==> src/rtl/serial_pkg.sv <==
// Shared constants for the bit-serial subtractor: FSM encoding and width limits.
package serial_pkg;

  localparam logic [1:0] S_IDLE = 2'd0;
  localparam logic [1:0] S_RUN  = 2'd1;
  localparam logic [1:0] S_DONE = 2'd2;

  localparam int MAX_WIDTH = 64;

endpackage

==> src/rtl/full_subtract.sv <==
// Single-bit full subtractor: diff = a - b - borrowin, borrowOut set when the bit underflows.
module full_subtract (
  input  logic a,
  input  logic b,
  input  logic borrowin,
  output logic diff,
  output logic borrowOut
);

  assign diff      = a ^ b ^ borrowin;
  assign borrowOut = (~a & b) | (~(a ^ b) & borrowin);

endmodule

==> src/rtl/serial_subtract.sv <==
// Bit-serial unsigned subtractor: one bit of a - b per clock, LSB first, around one full_subtract.
module serial_subtract
  import serial_pkg::*;
#(
  parameter int WIDTH = 8
) (
  input  logic             clk,
  input  logic             rst,
  input  logic             start,
  input  logic [WIDTH-1:0] a,
  input  logic [WIDTH-1:0] b,
  output logic             busy,
  output logic             done,
  output logic [WIDTH-1:0] diff,
  output logic             borrow_out
);

  localparam int CW = (WIDTH > 1) ? $clog2(WIDTH) : 1;

  generate
    if (WIDTH < 1 || WIDTH > MAX_WIDTH) begin : g_bad_width
      $error("serial_subtract: WIDTH out of range");
    end
  endgenerate

  logic [1:0]       state_reg;
  logic [WIDTH-1:0] a_sr;
  logic [WIDTH-1:0] b_sr;
  logic [WIDTH-1:0] diff_sr;
  logic             borrow_reg;
  logic [CW-1:0]    count_reg;

  logic             fs_diff;
  logic             fs_borrow;
  logic [WIDTH-1:0] diff_next;
  logic             last_bit;

  full_subtract u_fs (
    .a         (a_sr[0]),
    .b         (b_sr[0]),
    .borrowin  (borrow_reg),
    .diff      (fs_diff),
    .borrowOut (fs_borrow)
  );

  // New diff bit enters at the MSB so that after WIDTH shifts bit 0 sits at the LSB.
  generate
    if (WIDTH == 1) begin : g_w1
      assign diff_next = fs_diff;
    end else begin : g_wn
      assign diff_next = {fs_diff, diff_sr[WIDTH-1:1]};
    end
  endgenerate

  assign last_bit = (count_reg == CW'(WIDTH - 1));

  always_ff @(posedge clk) begin
    if (rst) begin
      state_reg  <= S_IDLE;
      a_sr       <= '0;
      b_sr       <= '0;
      diff_sr    <= '0;
      borrow_reg <= 1'b0;
      count_reg  <= '0;
      busy       <= 1'b0;
      done       <= 1'b0;
      diff       <= '0;
      borrow_out <= 1'b0;
    end else begin
      case (state_reg)
        S_IDLE, S_DONE: begin
          done <= 1'b0;
          if (start) begin
            a_sr       <= a;
            b_sr       <= b;
            diff_sr    <= '0;
            borrow_reg <= 1'b0;
            count_reg  <= '0;
            busy       <= 1'b1;
            state_reg  <= S_RUN;
          end else begin
            state_reg  <= S_IDLE;
          end
        end
        S_RUN: begin
          a_sr       <= a_sr >> 1;
          b_sr       <= b_sr >> 1;
          diff_sr    <= diff_next;
          borrow_reg <= fs_borrow;
          if (last_bit) begin
            // Outputs are only refreshed here, so they hold steady through RUN.
            count_reg  <= '0;
            busy       <= 1'b0;
            done       <= 1'b1;
            diff       <= diff_next;
            borrow_out <= fs_borrow;
            state_reg  <= S_DONE;
          end else begin
            count_reg  <= count_reg + 1'b1;
          end
        end
        default: begin
          busy      <= 1'b0;
          done      <= 1'b0;
          state_reg <= S_IDLE;
        end
      endcase
    end
  end

endmodule
==> config.mk <==
export PLATFORM = sky130hd
export DESIGN_NAME = serial_subtract
export DESIGN_NICKNAME = d
export VERILOG_FILES = /design/src/rtl/serial_pkg.sv /design/src/rtl/full_subtract.sv /design/src/rtl/serial_subtract.sv
export SDC_FILE = /design/constraint.sdc
export NUM_CORES = 1
export LEC_CHECK = 0
export BUFFER_PORTS_ARGS = -buffer_cell sky130_fd_sc_hd__clkbuf_2
export CORE_AREA = 2 2 82 53
export DETAILED_ROUTE_END_ITERATION = 7
export DIE_AREA = 0 0 84 55
export PLACE_DENSITY_LB_ADDON = 0.15
export SLEW_MARGIN = 15
export SYNTH_ARGS = -nofsm -noshare
export SYNTH_HDL_FRONTEND = slang
export SYNTH_SLANG_ARGS = --single-unit
export TNS_END_PERCENT = 20
==> constraint.sdc <==
create_clock -name clk -period 1.35 [get_ports clk]
set_input_delay 0.0675 -clock clk [delete_from_list [all_inputs] [get_ports clk]]
set_output_delay 0.0675 -clock clk [all_outputs]
set_load 0.01 [all_outputs]
==> flow_metrics.env, run 1 <==
export IMPL_grt_pass1_wl_um=5547
export IMPL_crit_path_cell_trace="ha_2, ha_1, buf_6, a21oi_1, a311oi_1"
export IMPL_cts_buffers=5
export IMPL_end_kind="flop"
export IMPL_syn_to_final_growth_pct=24.87
export IMPL_ys_seq_area_share_pct=48.23
export IMPL_cp_arrival_ns=1.46
export IMPL_pwr_density_cell_mw_per_mm2=1310
export IMPL_die_y_um=55
export IMPL_clk_pin_slew_worst_paths_ns=0.07
export IMPL_path_class="reg -> reg"
export IMPL_vias_per_cell=5.054
export IMPL_startpoint="count_reg[0]"
export IMPL_worst_setup_path_start_kind="flop"
export IMPL_mostFrequentLayoutCells="46 x nand2_1, 37 x dfxtp_1, 29 x clkbuf_2"
export IMPL_yosys_register_bits=40
export IMPL_dp_hpwl_um=2446
export IMPL_routed_wl_um=3436
export IMPL_cts_htree_levels=2
export IMPL_grt_pass1_vias=1233
export IMPL_io_pins=30
export IMPL_cts_root_buffer="clkbuf_8"
export IMPL_dieArea_mm2=0.004620
export IMPL_vias=1410
export IMPL_min_period_over_period_pct=93.71
export IMPL_outcome="finished clean"
export IMPL_cpMaxStageDelayCell="dfxtp_2"
export IMPL_whs_ns=0.02798
export IMPL_synth_distinct_cells=22
export IMPL_grt_util_all_layers_pct=15.57
export IMPL_start_util_pct=42.61
export IMPL_clock_path_buffers=2
export IMPL_ys_flop_type="dfxtp_1"
export IMPL_antenna_left=0
export IMPL_route_detailed_drc=0
export IMPL_portBuffers=29
export IMPL_rsz0062_at_grt="false"
export IMPL_path_buf_inv=1
export IMPL_drv_cap=0
export IMPL_reg2reg_from="count_reg[0]"
export IMPL_core_mm2=0.003896
export IMPL_cp_top_family="adder cells"
export IMPL_tritoncts="yes"
export IMPL_min_path_type="in -> reg"
export IMPL_finalSetupViolations=0
export IMPL_yosys_warnings=0
export IMPL_antenna_found_initial=0
export IMPL_netlist_area_mm2=0.001660
export IMPL_wl_per_cell_um=12.32
export IMPL_top_regs="a_sr (8), b_sr (8), diff (8)"
export IMPL_synth_edf_count=0
export IMPL_tns_ns=0
export IMPL_final_common_cell="nand2_1"
export IMPL_diodes=0
export IMPL_peakVddDrop_mv=0.7941
export IMPL_synth_cells=197
export IMPL_setup_slack_ns=0.08497
export IMPL_gp_congestion=0.7386
export IMPL_cpPeakStageDelay_ns=0.35
export IMPL_finalHoldViolations=0
export IMPL_fin_util_pct=53.21
export IMPL_die_w_um=84
export IMPL_grt_start_max_net_pins=35
export IMPL_clock_sinks=40
export IMPL_multi_input_area_um2=768.2
export IMPL_synthArstFlopShare_pct=0
export IMPL_drt_iter0_markers=27
export IMPL_fin_skew_ns=0.008018
export IMPL_worstPathRequired_ns=1.54
export IMPL_drv_slew=0
export IMPL_syn_nets=220
export IMPL_relSlewSlack_pct=75.92
export IMPL_fill_cells=378
export IMPL_final_nets=252
export IMPL_hp_start="b[5]"
export IMPL_firstDrtPassIters=4
export IMPL_worstMarginPinSlew_ns=0.3612
export IMPL_p_leak_nw=0.8086
export IMPL_regArea_um2=804.5
export IMPL_syn_avg_cell_area_um2=8.428
export IMPL_cp_max_fo=11
export IMPL_grt_overflow=0
export IMPL_min_period_ns=1.265
export IMPL_drive_above_1_share_pct=25.33
export IMPL_place_ws_ns=-0.002049
export IMPL_rows=18
export IMPL_fmax_mhz=790.5
export IMPL_insertion_delay_ns=0.29
power by group:
group	internal, mW	switching [mW]
clock	0.728	0.403
combinational	0.142	0.172
sequential	1.24	0.0340
total	2.11	0.609
per-stage QoR:
step | total power [mW] | instance area, um^2 | instances
2_1_floorplan | 1.500 | 1660 | 197
3_3_place_gp | 1.593 | 1904 | 269
3_5_place_dp | 1.607 | 1904 | 269
4_1_cts | 2.736 | 2061 | 279
5_1_grt | 2.829 | 2073 | 279
6_report | 2.717 | 2073 | 279
cell usage after synthesis (all sizes together) (2+ instances only):
library cell | number | area share [%]
nor2b | 2 | 0.75
inv | 2 | 0.45
dfxtp | 40 | 48
nand2 | 46 | 10
a311oi | 15 | 10
a21oi | 22 | 6.6
ha | 3 | 2.3
nand3b | 2 | 0.90
buf | 12 | 4.2
nor2 | 18 | 4.1
nand2b | 3 | 1.1
nand3 | 20 | 6.0
clkbuf | 5 | 1.1
final timing paths:
kind                              endpoint  slack [ns]  cells after the start
worst min register to register     diff[3]        0.45                      2
worst min-delay path               b_sr[5]        0.03                      3
worst max register to register  borrow_out        0.08                      5
worst max-delay path            borrow_out        0.08                      5
worst min-delay path: stages:
cell and delay (ns):
clkbuf_2 0.08, nand2_1 0.04, a311oi_1 0.08
logic make-up after synthesis:
logic type	Yosys count	share of synthesized area, %
simple gates	94	24.57
flops	40	48.23
fa+ha+maj	4	3.467
buf+inv	19	5.803
compound gates	40	17.94
area by class of cell:
cell class / count / share of cell area (%)
Tap cell: 50 / 3.017
Clock buffer: 5 / 3.319
Inverter: 2 / 0.3621
Clock inverter: 2 / 2.897
Multi-Input combinational cell: 138 / 37.05
Sequential cell: 40 / 38.81
Timing Repair Buffer: 42 / 14.54
layer usage:
layer / vias to the layer above / share of wire, % / track usage, %
li1: 739 / - / -
met1: 647 / 51 / 19.49
met2: 21 / 46 / 26.13
met3: 3 / 2.6 / 4.896
met4: 0 / 0.49 / 5.645
met5: - / 0 / 0
repair_timing:
| item | in CTS | in global routing |
|---|---|---|
| setup buffers | 1 | 0 |
| hold endpoints to repair | 2 | 0 |
| setup endpoints to repair | 6 | 15 |
| hold buffers | 2 | 0 |
| resized for setup | 0 | 6 |
Note: power is estimated with default switching activity, not from simulation.
==> inputs of run 2 (changes only) <==
==> constraint.sdc (replaced) <==
create_clock -name clk -period 1.35 [get_ports clk]
set_input_delay 0.27 -clock clk [delete_from_list [all_inputs] [get_ports clk]]
set_output_delay 0.27 -clock clk [all_outputs]
set_load 0.01 [all_outputs]
==> run 2 against run 1 <==
  * Sequential power is essentially flat
  * Combinational power barely moved
  * Clock-buffer cell count increased by 2
  * Worst hold slack better by 0.17 ns
  * Critical path type unchanged
  * Non-clock buffer count shrank 4
  * Critical path depth did not move
  * First-iteration DRC count up 81%
  * Fmax rose by 0.18%
  * Largest cell class unchanged
  * Via count grew 3.5%
  * Die area stayed put
  * Highest routed layer unchanged
==> flow_metrics.env, run 2 (synthesized netlist as in run 1, its figures left out) <==
export IMPL_peakVddDrop_mv=0.5145
export IMPL_route_detailed_drc=0
export IMPL_top_regs="a_sr (8), b_sr (8), diff (8)"
export IMPL_start_util_pct=42.61
export IMPL_drt_iter0_markers=49
export IMPL_core_mm2=0.003896
export IMPL_grt_pass1_vias=1350
export IMPL_end_kind="flop"
export IMPL_cpPeakStageDelay_ns=0.34
export IMPL_vias_per_cell=5.290
export IMPL_finalInstanceArea_mm2=0.002018
export IMPL_worst_setup_path_start_kind="flop"
export IMPL_instances_no_fill=276
export IMPL_firstDrtPassIters=4
export IMPL_final_nets=248
export IMPL_dp_cells=268
export IMPL_fin_skew_ns=0.007579
export IMPL_fill_cells=403
export IMPL_tritoncts="yes"
export IMPL_dieArea_mm2=0.004620
export IMPL_clk_pin_slew_worst_paths_ns=0.08
export IMPL_worstPathRequired_ns=1.53
export IMPL_cts_htree_levels=2
export IMPL_diodes=0
export IMPL_min_period_ns=1.263
export IMPL_finalSetupViolations=0
export IMPL_finalHoldViolations=0
export IMPL_outcome="finished clean"
export IMPL_drv_slew=0
export IMPL_min_period_over_period_pct=93.54
export IMPL_worstMarginPinSlew_ns=0.3182
export IMPL_portBuffers=29
export IMPL_drive_above_1_share_pct=25.66
export IMPL_grt_pass1_wl_um=5816
export IMPL_cpMaxStageDelayCell="dfxtp_2"
export IMPL_rows=18
export IMPL_wl_per_cell_um=13.16
export IMPL_crit_path_cell_trace="ha_2, ha_4, nand3b_1, nand2_1, a21oi_1"
export IMPL_whs_ns=0.2029
export IMPL_path_class="reg -> reg"
export IMPL_grt_start_max_net_pins=41
export IMPL_routed_wl_um=3631
export IMPL_clock_path_buffers=2
export IMPL_drv_cap=0
export IMPL_dp_hpwl_um=2449
export IMPL_min_path_type="in -> reg"
export IMPL_antenna_found_initial=0
export IMPL_path_buf_inv=0
export IMPL_gp_congestion=0.7407
export IMPL_cts_buffers=5
export IMPL_mostFrequentLayoutCells="46 x nand2_1, 38 x dfxtp_1, 29 x clkbuf_2"
export IMPL_cts_root_buffer="clkbuf_8"
export IMPL_cp_arrival_ns=1.44
export IMPL_insertion_delay_ns=0.28
export IMPL_cp_max_fo=8
export IMPL_die_w_um=84
export IMPL_p_leak_nw=0.7675
export IMPL_pwr_density_cell_mw_per_mm2=1187
export IMPL_grt_overflow=0
export IMPL_io_pins=30
export IMPL_place_area_mm2=0.001897
export IMPL_fin_util_pct=51.80
export IMPL_vias=1460
export IMPL_final_common_cell="nand2_1"
export IMPL_grt_util_all_layers_pct=15.98
export IMPL_syn_to_final_growth_pct=21.55
export IMPL_antenna_left=0
export IMPL_cp_top_family="simple AND/OR/NAND/NOR gates"
export IMPL_cts_setup_buffers=0
export IMPL_clock_sinks=40
export IMPL_die_y_um=55
export IMPL_fmax_mhz=791.9
export IMPL_relSlewSlack_pct=78.72
-- run 2: metal layers --
layer	wire length (um)	GRT usage [%]	part of all wire [%]	vias up
met5	0	0	0	-
met4	45	6.720	1.2	0
met3	183	5.045	5.0	7
met2	1650	27.33	45	40
met1	1752	19.33	48	678
li1	-	-	-	735
-- run 2: timing repair --
action	in CTS	in global routing
resized for setup	0	8
hold buffers	0	0
setup endpoints to repair	0	12
-- run 2: per-stage QoR --
step	TNS (ns)	setup WS [ns]	total power, mW
2_1_floorplan	0	0.1314	1.500
6_report	0	0.08720	2.395
3_5_place_dp	0	0.05943	1.605
3_3_place_gp	0	0.1187	1.590
4_1_cts	0	0.04436	2.423
5_1_grt	-0.03827	-0.02597	2.516
-- run 2: final cells by class --
class	count	area (um^2)	share of cell area (%)
multi-input cells	138	788.3	39.06
clock buffers	7	86.33	4.278
repair buffers	38	262.8	13.02
well taps	50	62.56	3.100
flip-flops and latches	40	803.3	39.80
inverters	2	7.507	0.3720
clock inverters	1	7.507	0.3720
-- run 2: path summary, 6_finish.rpt --
kind | from | to | slack [ns] | cells after the start
min | b[7] | b_sr[7] | 0.20 | 3
max | count_reg[0] | diff[6] | 0.09 | 5
max reg2reg | count_reg[0] | diff[6] | 0.09 | 5
min reg2reg | diff[3] | diff[3] | 0.46 | 2
-- run 2: power by group --
group / internal, mW / switching, mW / leakage, nW
clock: 0.415 / 0.395 / 0.0445
combinational: 0.137 / 0.176 / 0.396
sequential: 1.24 / 0.0341 / 0.327
-- run 2: worst register-to-register path: stages (launching register included) --
cell and delay (ns):
dfxtp_2 0.34, ha_2 0.21, ha_4 0.14, nand3b_1 0.24
nand2_1 0.15, a21oi_1 0.07
==> inputs of run 3 (changes only) <==
clock period = 1.26 ns   (was 1.35 ns; I/O delays follow)
==> run 3 against run 2 <==
  * Cell area rose by 5.2%
  * Core utilization rose by 2.7 points
  * Clock skew is 0.0017 ns lower
  * Sequential share of layout area shrank 1.9 points
  * Combinational power is 19% higher
  * Power rose by 9.4%
  * Wire length up 6.0%
  * Sequential power grew 8%
  * Register-to-register slack got worse by 0.07 ns
  * Clock power grew 9.0%
  * Setup slack got worse by 0.065 ns
  * Final cell count is 2.5% higher
==> flow_metrics.env, run 3 (synthesized netlist as in run 1, its figures left out) <==
export IMPL_insertion_delay_ns=0.30
export IMPL_mostFrequentLayoutCells="46 x nand2_1, 36 x dfxtp_1, 29 x clkbuf_2"
export IMPL_fmax_mhz=807.8
export IMPL_worstPathRequired_ns=1.50
export IMPL_vias=1526
export IMPL_cp_arrival_ns=1.48
export IMPL_end_kind="flop"
export IMPL_grt_start_max_net_pins=41
export IMPL_finalHoldViolations=0
export IMPL_die_w_um=84
export IMPL_antenna_left=0
export IMPL_pwr_density_cell_mw_per_mm2=1234
export IMPL_drv_slew=0
export IMPL_cts_buffers=5
export IMPL_dieArea_mm2=0.004620
export IMPL_start_util_pct=42.61
export IMPL_clock_sinks=40
export IMPL_dp_hpwl_um=2408
export IMPL_place_area_mm2=0.001907
export IMPL_portBuffers=29
export IMPL_core_mm2=0.003896
export IMPL_final_common_cell="nand2_1"
export IMPL_antenna_found_initial=0
export IMPL_regArea_um2=805.8
export IMPL_min_period_ns=1.238
export IMPL_diodes=0
export IMPL_grt_pass1_vias=1381
export IMPL_io_pins=30
export IMPL_fill_cells=374
export IMPL_clk_pin_slew_worst_paths_ns=0.08
export IMPL_routed_wl_um=3848
export IMPL_top_regs="a_sr (8), b_sr (8), diff (8)"
export IMPL_cts_htree_levels=2
export IMPL_firstDrtPassIters=6
export IMPL_outcome="finished clean"
export IMPL_path_class="reg -> reg"
export IMPL_drv_cap=0
export IMPL_wl_per_cell_um=13.60
export IMPL_gp_congestion=0.7194
export IMPL_rsz0062_at_grt="true"
export IMPL_vias_per_cell=5.392
export IMPL_syn_to_final_growth_pct=27.88
export IMPL_min_path_type="in -> reg"
export IMPL_fin_util_pct=54.50
export IMPL_drive_above_1_share_pct=31.76
export IMPL_worstMarginPinSlew_ns=0.2736
export IMPL_multi_input_area_um2=825.8
export IMPL_finalSetupViolations=0
export IMPL_final_nets=255
export IMPL_grt_overflow=0
export IMPL_finalInstanceArea_mm2=0.002123
export IMPL_fin_skew_ns=0.005888
export IMPL_drt_iter0_markers=67
export IMPL_p_leak_nw=0.8215
export IMPL_grt_pass1_wl_um=6009
export IMPL_die_y_um=55
export IMPL_rows=18
export IMPL_clock_path_buffers=2
export IMPL_cts_root_buffer="clkbuf_8"
export IMPL_grt_util_all_layers_pct=16.86
export IMPL_power_mw=2.621
export IMPL_cp_max_fo=2
export IMPL_route_detailed_drc=0
export IMPL_relSlewSlack_pct=81.72
export IMPL_peakVddDrop_mv=0.5846
export IMPL_tritoncts="yes"
export IMPL_worst_setup_path_start_kind="flop"
export IMPL_min_period_over_period_pct=98.25
## run 3: critical path, stage by stage (launching register included)
cell	delay, ns
dfxtp_2	0.34
inv_2	0.04
fa_1	0.58
nand3_2	0.08
a21oi_2	0.14
## run 3: repair_timing
action                     4_1_cts  5_1_grt
setup endpoints to repair        9       26
pin swaps                        0        6
buffers inserted                 1        1
resized for setup                6       14
gates cloned                     0        2
hold buffers                     0        0
## run 3: report_power, final
group	internal [mW]	switching, mW
Combinational	0.170	0.201
Clock	0.437	0.446
Sequential	1.33	0.0403
## run 3: cell type report
type | instances | share of cell area (%)
Multi-Input combinational cell | 138 | 38.89
Sequential cell | 40 | 37.95
Timing Repair Buffer | 45 | 15.50
Clock buffer | 6 | 3.889
Tap cell | 50 | 2.946
Clock inverter | 2 | 0.4714
Inverter | 2 | 0.3536
## run 3: metrics by stage
step	cells	setup slack, ns	TNS (ns)	hold slack [ns]
floorplan	197	0.04143	0	0.3880
finish	283	0.02206	0	0.1815
global placement	271	-0.006614	-0.03185	0.4440
CTS	280	0.004118	0	0.1761
global route	283	-0.04519	-0.1251	0.1921
detailed placement	271	-0.06947	-0.3858	0.4487
## run 3: metal layers
metal,global-route usage [%],vias up,routed length [um]
met3,6.677,10,236
li1,-,748,-
met5,0,-,0
met1,20.18,719,1817
met4,6.989,0,102
met2,28.00,49,1692
## run 3: final timing paths
| kind | start | endpoint | slack, ns | cells past startpoint |
|---|---|---|---|---|
| hold reg to reg | diff[3] | diff[3] | 0.46 | 2 |
| hold / removal | b[7] | b_sr[7] | 0.18 | 3 |
| setup reg to reg | borrow_reg | diff[7] | 0.02 | 4 |
| setup / recovery | borrow_reg | diff[7] | 0.02 | 4 |
